**src/rtl/duft_ctrl_chain_param.sv**
```systemverilog
// duft_ctrl_chain_param: parametrised DUFT controller.
// A memory-mapped register front end on an ap_ctrl_chain handshake feeds an
// opcode FSM that drives one DUT through a functional run or a single-step
// DFT scan session (DUMP_NBR dump words per step, up to MAX_STEPS steps).
// Optional feature: define DUFT_CYCLE_CNT_EN to add a 32-bit run-cycle
// counter readable at address 0x03 (reads 0 when undefined).
module duft_ctrl_chain_param #(
    parameter int unsigned DATA_W    = 32,
    parameter int unsigned DUMP_NBR  = 1,
    parameter int unsigned MAX_STEPS = 16
) (
    input  logic                         clk,
    input  logic                         ap_rst,
    input  logic [31:0]                  addr,
    input  logic [DATA_W-1:0]            wr_data,
    input  logic                         rd_wr,
    input  logic                         ap_start,
    input  logic                         ap_continue,
    output logic                         ap_idle,
    output logic                         ap_ready,
    output logic                         ap_done,
    output logic [DATA_W-1:0]            ap_return,
    output logic [DATA_W-1:0]            dut_in,
    output logic                         dut_start,
    input  logic                         dut_done,
    input  logic [DATA_W-1:0]            dut_out,
    output logic                         dut_clk_en,
    input  logic [DUMP_NBR*DATA_W-1:0]   dft_dump
);

    localparam logic [31:0] ADDR_OPCODE   = 32'h0000_0000;
    localparam logic [31:0] ADDR_STATUS   = 32'h0000_0001;
    localparam logic [31:0] ADDR_CONFIG   = 32'h0000_0002;
    localparam logic [31:0] ADDR_CYCLE    = 32'h0000_0003;
    localparam logic [31:0] ADDR_DUT_IN   = 32'h0000_0010;
    localparam logic [31:0] ADDR_DUT_OUT  = 32'h0000_0018;
    localparam logic [31:0] ADDR_DFT_BASE = 32'h0000_0020;
    localparam logic [31:0] ADDR_TEST_IN  = 32'hFF00_0000;
    localparam logic [31:0] ADDR_TEST_OUT = 32'hFF00_0001;

    localparam logic [7:0] LAST_STEP = 8'(MAX_STEPS - 1);

    typedef enum logic [1:0] {A_IDLE, A_BUSY, A_DONE} acc_t;

    typedef enum logic [3:0] {
        S_IDLE        = 4'd0,
        S_INPUT_DUT   = 4'd2,
        S_INPUT_RDY   = 4'd3,
        S_OUTPUT_WAIT = 4'd4,
        S_OUTPUT_VAL  = 4'd5,
        S_SCAN_PREP   = 4'd7,
        S_SCAN        = 4'd8,
        S_SCAN_RD     = 4'd9,
        S_TICK        = 4'd10
    } state_t;

    typedef enum logic [2:0] {
        OP_NONE  = 3'd0,
        OP_INPUT = 3'd1,
        OP_RUN   = 3'd2,
        OP_ENDR  = 3'd3,
        OP_TEST  = 3'd4,
        OP_NEXT  = 3'd5,
        OP_ENDT  = 3'd6
    } op_t;

    acc_t                acc_st;
    logic [31:0]         acc_addr;
    logic                acc_rd;
    logic [DATA_W-1:0]   acc_wdata;

    logic [DATA_W-1:0]   reg_opcode;
    logic [DATA_W-1:0]   reg_config;
    logic [DATA_W-1:0]   reg_dut_in;
    logic [DATA_W-1:0]   reg_dut_out;
    logic [DATA_W-1:0]   reg_test_in;
    logic [DATA_W-1:0]   dft_out [DUMP_NBR];

    state_t              state;
    logic                commit;
    logic                err;
    logic                step_limit;
    logic [7:0]          step_cnt;

    logic [DATA_W-1:0]   status;
    logic [DATA_W-1:0]   rdata;
    logic [DATA_W-1:0]   cyc_rd;

    logic                op_write;
    logic [2:0]          op_code;
    logic                op_high;
    logic                op_legal;
    logic                op_bad;
    logic                op_go;

    // Opcode decode: only an OPCODE write in its A_BUSY cycle is acted on
    always_comb begin
        op_write = (acc_st == A_BUSY) && !acc_rd && (acc_addr == ADDR_OPCODE);
        op_code  = acc_wdata[2:0];
        op_high  = |acc_wdata[DATA_W-1:3];
        op_legal = 1'b0;
        case (op_code)
            OP_NONE:  op_legal = 1'b1;
            OP_INPUT: op_legal = (state == S_IDLE);
            OP_RUN:   op_legal = (state == S_INPUT_RDY);
            OP_TEST:  op_legal = (state == S_INPUT_RDY);
            OP_ENDR:  op_legal = (state == S_OUTPUT_VAL);
            OP_NEXT:  op_legal = (state == S_SCAN_RD);
            OP_ENDT:  op_legal = (state == S_SCAN_RD);
            default:  op_legal = 1'b0;
        endcase
        op_bad = op_write && (op_high || !op_legal);
        op_go  = op_write && !op_high && op_legal;
    end

`ifdef DUFT_CYCLE_CNT_EN
    logic [31:0] cyc_cnt;

    // Run-cycle counter: restarts on RUN, counts OUTPUT_WAIT cycles, holds once dut_done arrives
    always_ff @(posedge clk) begin
        if (ap_rst) begin
            cyc_cnt <= '0;
        end else if (op_go && (state == S_INPUT_RDY) && (op_code == OP_RUN)) begin
            cyc_cnt <= '0;
        end else if ((state == S_OUTPUT_WAIT) && !dut_done) begin
            cyc_cnt <= cyc_cnt + 32'd1;
        end
    end

    assign cyc_rd = DATA_W'(cyc_cnt);
`else
    assign cyc_rd = '0;
`endif

    // Read mux: STATUS assembly and address decode of the latched access
    always_comb begin
        status        = '0;
        status[3:0]   = state;
        status[4]     = commit;
        status[5]     = err;
        status[6]     = step_limit;
        status[19:12] = step_cnt;

        rdata = '0;
        case (acc_addr)
            ADDR_OPCODE:   rdata = reg_opcode;
            ADDR_STATUS:   rdata = status;
            ADDR_CONFIG:   rdata = reg_config;
            ADDR_CYCLE:    rdata = cyc_rd;
            ADDR_DUT_IN:   rdata = reg_dut_in;
            ADDR_DUT_OUT:  rdata = reg_dut_out;
            ADDR_TEST_OUT: rdata = reg_test_in;
            default:       rdata = '0;
        endcase
        for (int unsigned i = 0; i < DUMP_NBR; i++) begin
            if (acc_addr == ADDR_DFT_BASE + i) begin
                rdata = dft_out[i];
            end
        end
    end

    // Access handshake FSM plus host-writable registers
    always_ff @(posedge clk) begin
        if (ap_rst) begin
            acc_st      <= A_IDLE;
            acc_addr    <= '0;
            acc_rd      <= 1'b0;
            acc_wdata   <= '0;
            ap_idle     <= 1'b1;
            ap_ready    <= 1'b0;
            ap_done     <= 1'b0;
            ap_return   <= '0;
            reg_opcode  <= '0;
            reg_config  <= '0;
            reg_dut_in  <= '0;
            reg_test_in <= '0;
        end else begin
            ap_ready <= 1'b0;
            case (acc_st)
                A_IDLE: begin
                    if (ap_start) begin
                        acc_addr  <= addr;
                        acc_rd    <= rd_wr;
                        acc_wdata <= wr_data;
                        ap_ready  <= 1'b1;
                        ap_idle   <= 1'b0;
                        acc_st    <= A_BUSY;
                    end
                end
                A_BUSY: begin
                    if (!acc_rd) begin
                        case (acc_addr)
                            ADDR_OPCODE:  reg_opcode  <= acc_wdata;
                            ADDR_CONFIG:  reg_config  <= acc_wdata;
                            ADDR_DUT_IN:  reg_dut_in  <= acc_wdata;
                            ADDR_TEST_IN: reg_test_in <= acc_wdata;
                            default:      ;
                        endcase
                    end
                    ap_return <= acc_rd ? rdata : '0;
                    ap_done   <= 1'b1;
                    acc_st    <= A_DONE;
                end
                A_DONE: begin
                    if (ap_continue) begin
                        ap_done <= 1'b0;
                        ap_idle <= 1'b1;
                        acc_st  <= A_IDLE;
                    end
                end
                default: begin
                    ap_done <= 1'b0;
                    ap_idle <= 1'b1;
                    acc_st  <= A_IDLE;
                end
            endcase
        end
    end

    // Control FSM: opcode-driven run/scan sequencing with registered DUT controls
    always_ff @(posedge clk) begin
        if (ap_rst) begin
            state       <= S_IDLE;
            dut_in      <= '0;
            dut_start   <= 1'b0;
            dut_clk_en  <= 1'b0;
            commit      <= 1'b0;
            err         <= 1'b0;
            step_limit  <= 1'b0;
            step_cnt    <= '0;
            reg_dut_out <= '0;
            for (int unsigned i = 0; i < DUMP_NBR; i++) begin
                dft_out[i] <= '0;
            end
        end else begin
            // Illegal opcodes flag err; automatic state progress below still applies
            if (op_bad) begin
                err <= 1'b1;
            end
            case (state)
                S_IDLE: begin
                    if (op_go && (op_code == OP_INPUT)) begin
                        dut_in     <= reg_dut_in;
                        commit     <= 1'b0;
                        err        <= 1'b0;
                        step_limit <= 1'b0;
                        step_cnt   <= '0;
                        state      <= S_INPUT_DUT;
                    end
                end
                S_INPUT_DUT: begin
                    state <= S_INPUT_RDY;
                end
                S_INPUT_RDY: begin
                    if (op_go && (op_code == OP_RUN)) begin
                        dut_start  <= 1'b1;
                        dut_clk_en <= 1'b1;
                        state      <= S_OUTPUT_WAIT;
                    end else if (op_go && (op_code == OP_TEST)) begin
                        dut_start  <= 1'b1;
                        dut_clk_en <= 1'b1;
                        state      <= S_SCAN_PREP;
                    end
                end
                S_OUTPUT_WAIT: begin
                    if (dut_done) begin
                        reg_dut_out <= dut_out;
                        commit      <= 1'b1;
                        dut_start   <= 1'b0;
                        dut_clk_en  <= 1'b0;
                        state       <= S_OUTPUT_VAL;
                    end
                end
                S_OUTPUT_VAL: begin
                    if (op_go && (op_code == OP_ENDR)) begin
                        state <= S_IDLE;
                    end
                end
                S_SCAN_PREP: begin
                    dut_start  <= 1'b0;
                    dut_clk_en <= 1'b0;
                    state      <= S_SCAN;
                end
                S_SCAN: begin
                    for (int unsigned i = 0; i < DUMP_NBR; i++) begin
                        dft_out[i] <= dft_dump[i*DATA_W +: DATA_W];
                    end
                    state <= S_SCAN_RD;
                end
                S_SCAN_RD: begin
                    if (op_go && (op_code == OP_ENDT)) begin
                        state <= S_IDLE;
                    end else if (op_go && (op_code == OP_NEXT)) begin
                        if (step_cnt == LAST_STEP) begin
                            step_limit <= 1'b1;
                            err        <= 1'b1;
                        end else begin
                            dut_clk_en <= 1'b1;
                            state      <= S_TICK;
                        end
                    end
                end
                S_TICK: begin
                    if (dut_done) begin
                        commit      <= 1'b1;
                        reg_dut_out <= dut_out;
                    end
                    if (step_cnt != 8'hFF) begin
                        step_cnt <= step_cnt + 8'd1;
                    end
                    dut_clk_en <= 1'b0;
                    state      <= S_SCAN;
                end
                default: begin
                    dut_start  <= 1'b0;
                    dut_clk_en <= 1'b0;
                    state      <= S_IDLE;
                end
            endcase
        end
    end

endmodule

```
**config.mk**
```make
export PLATFORM = sky130hd
export DESIGN_NAME = duft_ctrl_chain_param
export DESIGN_NICKNAME = d
export VERILOG_FILES = /design/src/rtl/duft_ctrl_chain_param.sv
export SDC_FILE = /design/constraint.sdc
export NUM_CORES = 1
export LEC_CHECK = 0
export ABC_CLOCK_PERIOD_IN_PS = 6200
export CORE_ASPECT_RATIO = 1.2
export CORE_MARGIN = 3
export CORE_UTILIZATION = 58
export DETAILED_ROUTE_END_ITERATION = 10
export HOLD_SLACK_MARGIN = 0.05
export PLACE_DENSITY = 0.84
export SYNTH_ARGS = -nofsm -noshare
export SYNTH_HDL_FRONTEND = slang
export SYNTH_SLANG_ARGS = --single-unit
```
**constraint.sdc**
```tcl
create_clock -name clk -period 6.2 [get_ports clk]
set_clock_uncertainty 0.15 [all_clocks]
set_input_delay 1.86 -clock clk [delete_from_list [all_inputs] [get_ports clk]]
set_output_delay 1.86 -clock clk [all_outputs]
set_load 0.01 [all_outputs]
```
==> flow_results.xml <==
<?xml version="1.0" encoding="UTF-8"?>
<metrics>
  <group name="sta">
    <metric name="report.final.slew_viol_count" unit="">0</metric>
    <metric name="timing.slew.headroom" unit="">0.294</metric>
    <metric name="postLayoutSetupSlackWorst" unit="ns">2.09</metric>
    <metric name="grt_setup_unrepaired" unit="">false</metric>
    <metric name="fmax" unit="MHz">243</metric>
    <metric name="timing_worst_slew_pin_value" unit="ns">1.06</metric>
    <metric name="layout_worst_path_cycle_share" unit="">0.663</metric>
    <metric name="final.min_clock_period" unit="ns">4.11</metric>
    <metric name="final.setup.tns" unit="ns">0</metric>
    <metric name="setup_viol" unit="">0</metric>
    <metric name="timing_hold_violations_final" unit="">0</metric>
  </group>
  <group name="min_path">
    <metric name="holdCritPathClass" unit="">reg2reg</metric>
  </group>
  <group name="logic_synthesis">
    <metric name="synth.area.top_cells" unit="">sky130_fd_sc_hd__dfxtp_1, sky130_fd_sc_hd__nand2_1, sky130_fd_sc_hd__a21oi_1</metric>
    <metric name="synth-edff-count" unit="">32</metric>
    <metric name="mappedNetlistArea" unit="um2">13800</metric>
    <metric name="synth.lib_cells_used.distinct" unit="">59</metric>
    <metric name="post_synth.cell_area_avg" unit="um2">8.55</metric>
    <metric name="synth-compound-area-share" unit="">0.187</metric>
    <metric name="synth.net_count" unit="">1754</metric>
    <metric name="yosys.area.top_type" unit="">sky130_fd_sc_hd__dfxtp_1</metric>
    <metric name="synth_ff_type" unit="">sky130_fd_sc_hd__dfxtp_1</metric>
    <metric name="synth_top_cell_area_share" unit="">0.450</metric>
    <metric name="synth_top_family_by_area" unit="">simple AND/OR/NAND/NOR gates</metric>
    <metric name="async_flop_share" unit="">0</metric>
    <metric name="synthAdderAreaFrac" unit="">0.000904</metric>
    <metric name="synth_simple_gate_area_frac" unit="">0.218</metric>
    <metric name="proportion_of_synthesized_chip_area_in_sequential_cells" unit="">0.519</metric>
    <metric name="synth.ff_latch_count" unit="">343</metric>
    <metric name="multiplexer_fraction_of_the_synthesized_cell_area" unit="">0.0239</metric>
    <metric name="post_synthesis_xor_xnor_area_fraction" unit="">0.00633</metric>
    <metric name="syn_inst" unit="">1619</metric>
    <metric name="synth-warning-count" unit="">0</metric>
  </group>
  <group name="clocking">
    <metric name="ctsRootBufferMaster" unit="">sky130_fd_sc_hd__clkbuf_16</metric>
    <metric name="cts.hold.buffers_added" unit="">0</metric>
    <metric name="cts_sinks" unit="">343</metric>
    <metric name="tritoncts.num_buffers" unit="">34</metric>
    <metric name="worst_skew_pair_latency" unit="ns">0.52</metric>
    <metric name="cts_tree" unit="">yes</metric>
    <metric name="cts_max_path_buffers" unit="">3</metric>
    <metric name="cts-htree-levels" unit="">2</metric>
    <metric name="cts_post_setup_buffers_inserted" unit="">0</metric>
    <metric name="cts.repair.resized" unit="">0</metric>
    <metric name="clock_slew_at_the_register_clock_pins_of_the_worst_setup_and_hold_paths" unit="ns">0.07</metric>
  </group>
  <group name="worst_setup_path">
    <metric name="worst-endpoint-arrival" unit="ns">4.39</metric>
    <metric name="crit_chain" unit="">nor4_1 -&gt; nand4_1 -&gt; nor4_4 -&gt; buf_4 -&gt; and2_1 -&gt; buf_4 -&gt; nand2_1 -&gt; a21oi_1</metric>
    <metric name="timing.critical_path.required" unit="ns">6.48</metric>
    <metric name="worstSetupEndpointType" unit="">flip-flop</metric>
    <metric name="critical_path_class" unit="">reg2reg</metric>
    <metric name="path_common_cell" unit="">sky130_fd_sc_hd__buf_4</metric>
    <metric name="startpoint_type" unit="">flip-flop</metric>
    <metric name="crit_path_max_fanout" unit="">34</metric>
    <metric name="cp_slowest_stage_delay" unit="ns">0.78</metric>
    <metric name="crit_slowest_cell" unit="">sky130_fd_sc_hd__and2_1</metric>
  </group>
  <group name="floorplanning">
    <metric name="core_box_area" unit="um2">23400</metric>
    <metric name="num_rows" unit="">61</metric>
    <metric name="die_width" unit="um">147</metric>
    <metric name="design.portCount" unit="">203</metric>
    <metric name="floorplan.die.height" unit="um">175</metric>
    <metric name="die-area" unit="um2">25800</metric>
    <metric name="initial_core_util" unit="">0.593</metric>
  </group>
  <group name="power_and_ir_drop">
    <metric name="design_power_total" unit="mW">4.91</metric>
    <metric name="static-leakage-power" unit="nW">5.86</metric>
    <metric name="ir_drop" unit="mV">0.178</metric>
    <metric name="power.density_cell_area" unit="nW/um2">288</metric>
  </group>
  <group name="global_route">
    <metric name="global_route_wire_length_before_repair" unit="mm">63.7</metric>
    <metric name="grt_util_all_layers" unit="">0.306</metric>
    <metric name="largest_net_degree_at_the_start_of_global_routing" unit="">119</metric>
    <metric name="overflow" unit="">0</metric>
    <metric name="first_global_vias" unit="">12100</metric>
    <metric name="grt_antenna_before_repair" unit="">0</metric>
  </group>
  <group name="route">
    <metric name="wl_per_cell" unit="um">19.7</metric>
    <metric name="antenna_violating_nets_post_route" unit="">0</metric>
    <metric name="drt_wl_total" unit="mm">41.2</metric>
    <metric name="viasPerCell" unit="">6.07</metric>
    <metric name="first_pass_iters" unit="">6</metric>
    <metric name="num_vias" unit="">12700</metric>
    <metric name="dr.first_iter.drc_count" unit="">1395</metric>
    <metric name="route.detailed.drc" unit="">0</metric>
  </group>
  <group name="run_status">
    <metric name="outcome" unit="">finished clean</metric>
  </group>
  <group name="flow_run">
    <metric name="number_of_max_cap_violations" unit="">0</metric>
  </group>
  <group name="final_layout">
    <metric name="most_common_cell_after_layout_fill_and_taps_aside" unit="">sky130_fd_sc_hd__nand2_1</metric>
    <metric name="drive_gt1_frac" unit="">0.0591</metric>
    <metric name="mostFrequentLayoutCells" unit="">sky130_fd_sc_hd__nand2_1, sky130_fd_sc_hd__dfxtp_1, sky130_fd_sc_hd__a21oi_1, sky130_fd_sc_hd__clkdlybuf4s50_1, sky130_fd_sc_hd__nor2_1</metric>
    <metric name="antenna-diode-count" unit="">0</metric>
    <metric name="design.final.nets" unit="">1886</metric>
    <metric name="synthToLayoutAreaGrowth" unit="%">23.4</metric>
  </group>
  <group name="placed_design">
    <metric name="placement.setup.worst_slack" unit="ns">1.90</metric>
    <metric name="input_output_buffers" unit="">202</metric>
    <metric name="gp_congestion" unit="">0.916</metric>
    <metric name="dpl.hpwl" unit="mm">25.5</metric>
  </group>
</metrics>
==> where the power goes <==
part	total, mW	internal [mW]	switching (mW)
Combinational	0.412	0.179	0.233
Clock	2.15	1.30	0.855
Sequential	2.35	2.28	0.0709
==> stage by stage <==
| stage | instances | instance area [um2] | hold WS [ns] | util |
|---|---|---|---|---|
| after floorplan | 1619 | 13800 | 0.281 | - |
| after global placement | 2030 | 15900 | 0.283 | 0.681 |
| after detailed placement | 2030 | 15900 | 0.289 | 0.681 |
| after CTS | 2091 | 17100 | 0.302 | 0.731 |
| after global routing | 2091 | 17100 | 0.313 | 0.731 |
| final | 2091 | 17100 | 0.298 | 0.731 |
==> final cells by class <==
type	count	area, um2
Clock buffer	44	950
Clock inverter	17	221
Fill cell	1774	6270
Inverter	3	11.3
Multi-Input combinational cell	1141	6100
Sequential cell	343	7190
Tap cell	315	394
Timing Repair Buffer	228	2220
==> Yosys cell counts, types with 11 or more instances <==
cell type / n
sky130_fd_sc_hd__dfxtp_1: 311
sky130_fd_sc_hd__and2_1: 37
sky130_fd_sc_hd__nor2_1: 61
sky130_fd_sc_hd__a21o_1: 33
sky130_fd_sc_hd__mux2i_1: 33
sky130_fd_sc_hd__edfxtp_1: 32
sky130_fd_sc_hd__nor4_1: 14
sky130_fd_sc_hd__buf_2: 27
sky130_fd_sc_hd__a22oi_1: 51
sky130_fd_sc_hd__a222oi_1: 30
sky130_fd_sc_hd__a31oi_1: 36
sky130_fd_sc_hd__nor3_1: 12
sky130_fd_sc_hd__nand2_1: 454
sky130_fd_sc_hd__nand3_1: 36
sky130_fd_sc_hd__a21oi_1: 237
sky130_fd_sc_hd__clkbuf_1: 89
sky130_fd_sc_hd__nor2b_1: 11
==> routing by layer <==
layer | vias up | track usage | wire length, um
li1 | 5904 | - | -
met1 | 5955 | 0.385 | 15400
met2 | 718 | 0.514 | 20100
met3 | 121 | 0.0596 | 3880
met4 | 0 | 0.138 | 1800
met5 | - | 0 | 0
==> final timing paths <==
| kind | startpoint | to | slack [ns] | cells past startpoint |
|---|---|---|---|---|
| hold reg to reg | ap_return[8]$_SDFFE_PP0P_ | ap_return[8]$_SDFFE_PP0P_ | 0.30 | 1 |
| setup / recovery | acc_addr[16]$_SDFFE_PP0P_ | reg_dut_in[1]$_SDFFE_PP0P_ | 2.09 | 8 |
| setup reg to reg | acc_addr[16]$_SDFFE_PP0P_ | reg_dut_in[1]$_SDFFE_PP0P_ | 2.09 | 8 |
| hold / removal | ap_return[8]$_SDFFE_PP0P_ | ap_return[8]$_SDFFE_PP0P_ | 0.30 | 1 |
==> worst max-delay path: cells and delay by family, from the launching register on <==
family | cells | cell delay, ns
AOI/OAI and AO/OA | 1 | 0.15
buffers and inverters | 2 | 0.91
DFF | 1 | 0.31
and+or+nand+nor | 5 | 2.50
==> registers in the layout, summed over array words and instances (netlist names), 4 cells and up <==
register / cells
acc_addr: 32
acc_wdata: 32
ap_return: 32
dft_out: 32
dut_in: 32
reg_config: 32
reg_dut_in: 32
reg_dut_out: 32
reg_opcode: 32
reg_test_in: 32
step_cnt: 8
state: 4
==> logic make-up (layout without fill, tap and decap cells) <==
family,count (synthesis),after routing
flip-flops,343,343
AND/OR/NAND/NOR,678,678
adder cells (fa/ha/maj),1,1
AO/OA/AOI/OAI,419,419
XOR/XNOR,10,10
multiplexers,33,33
buffers and inverters,135,292
No activity file was read; power rests on OpenSTA's default activity.
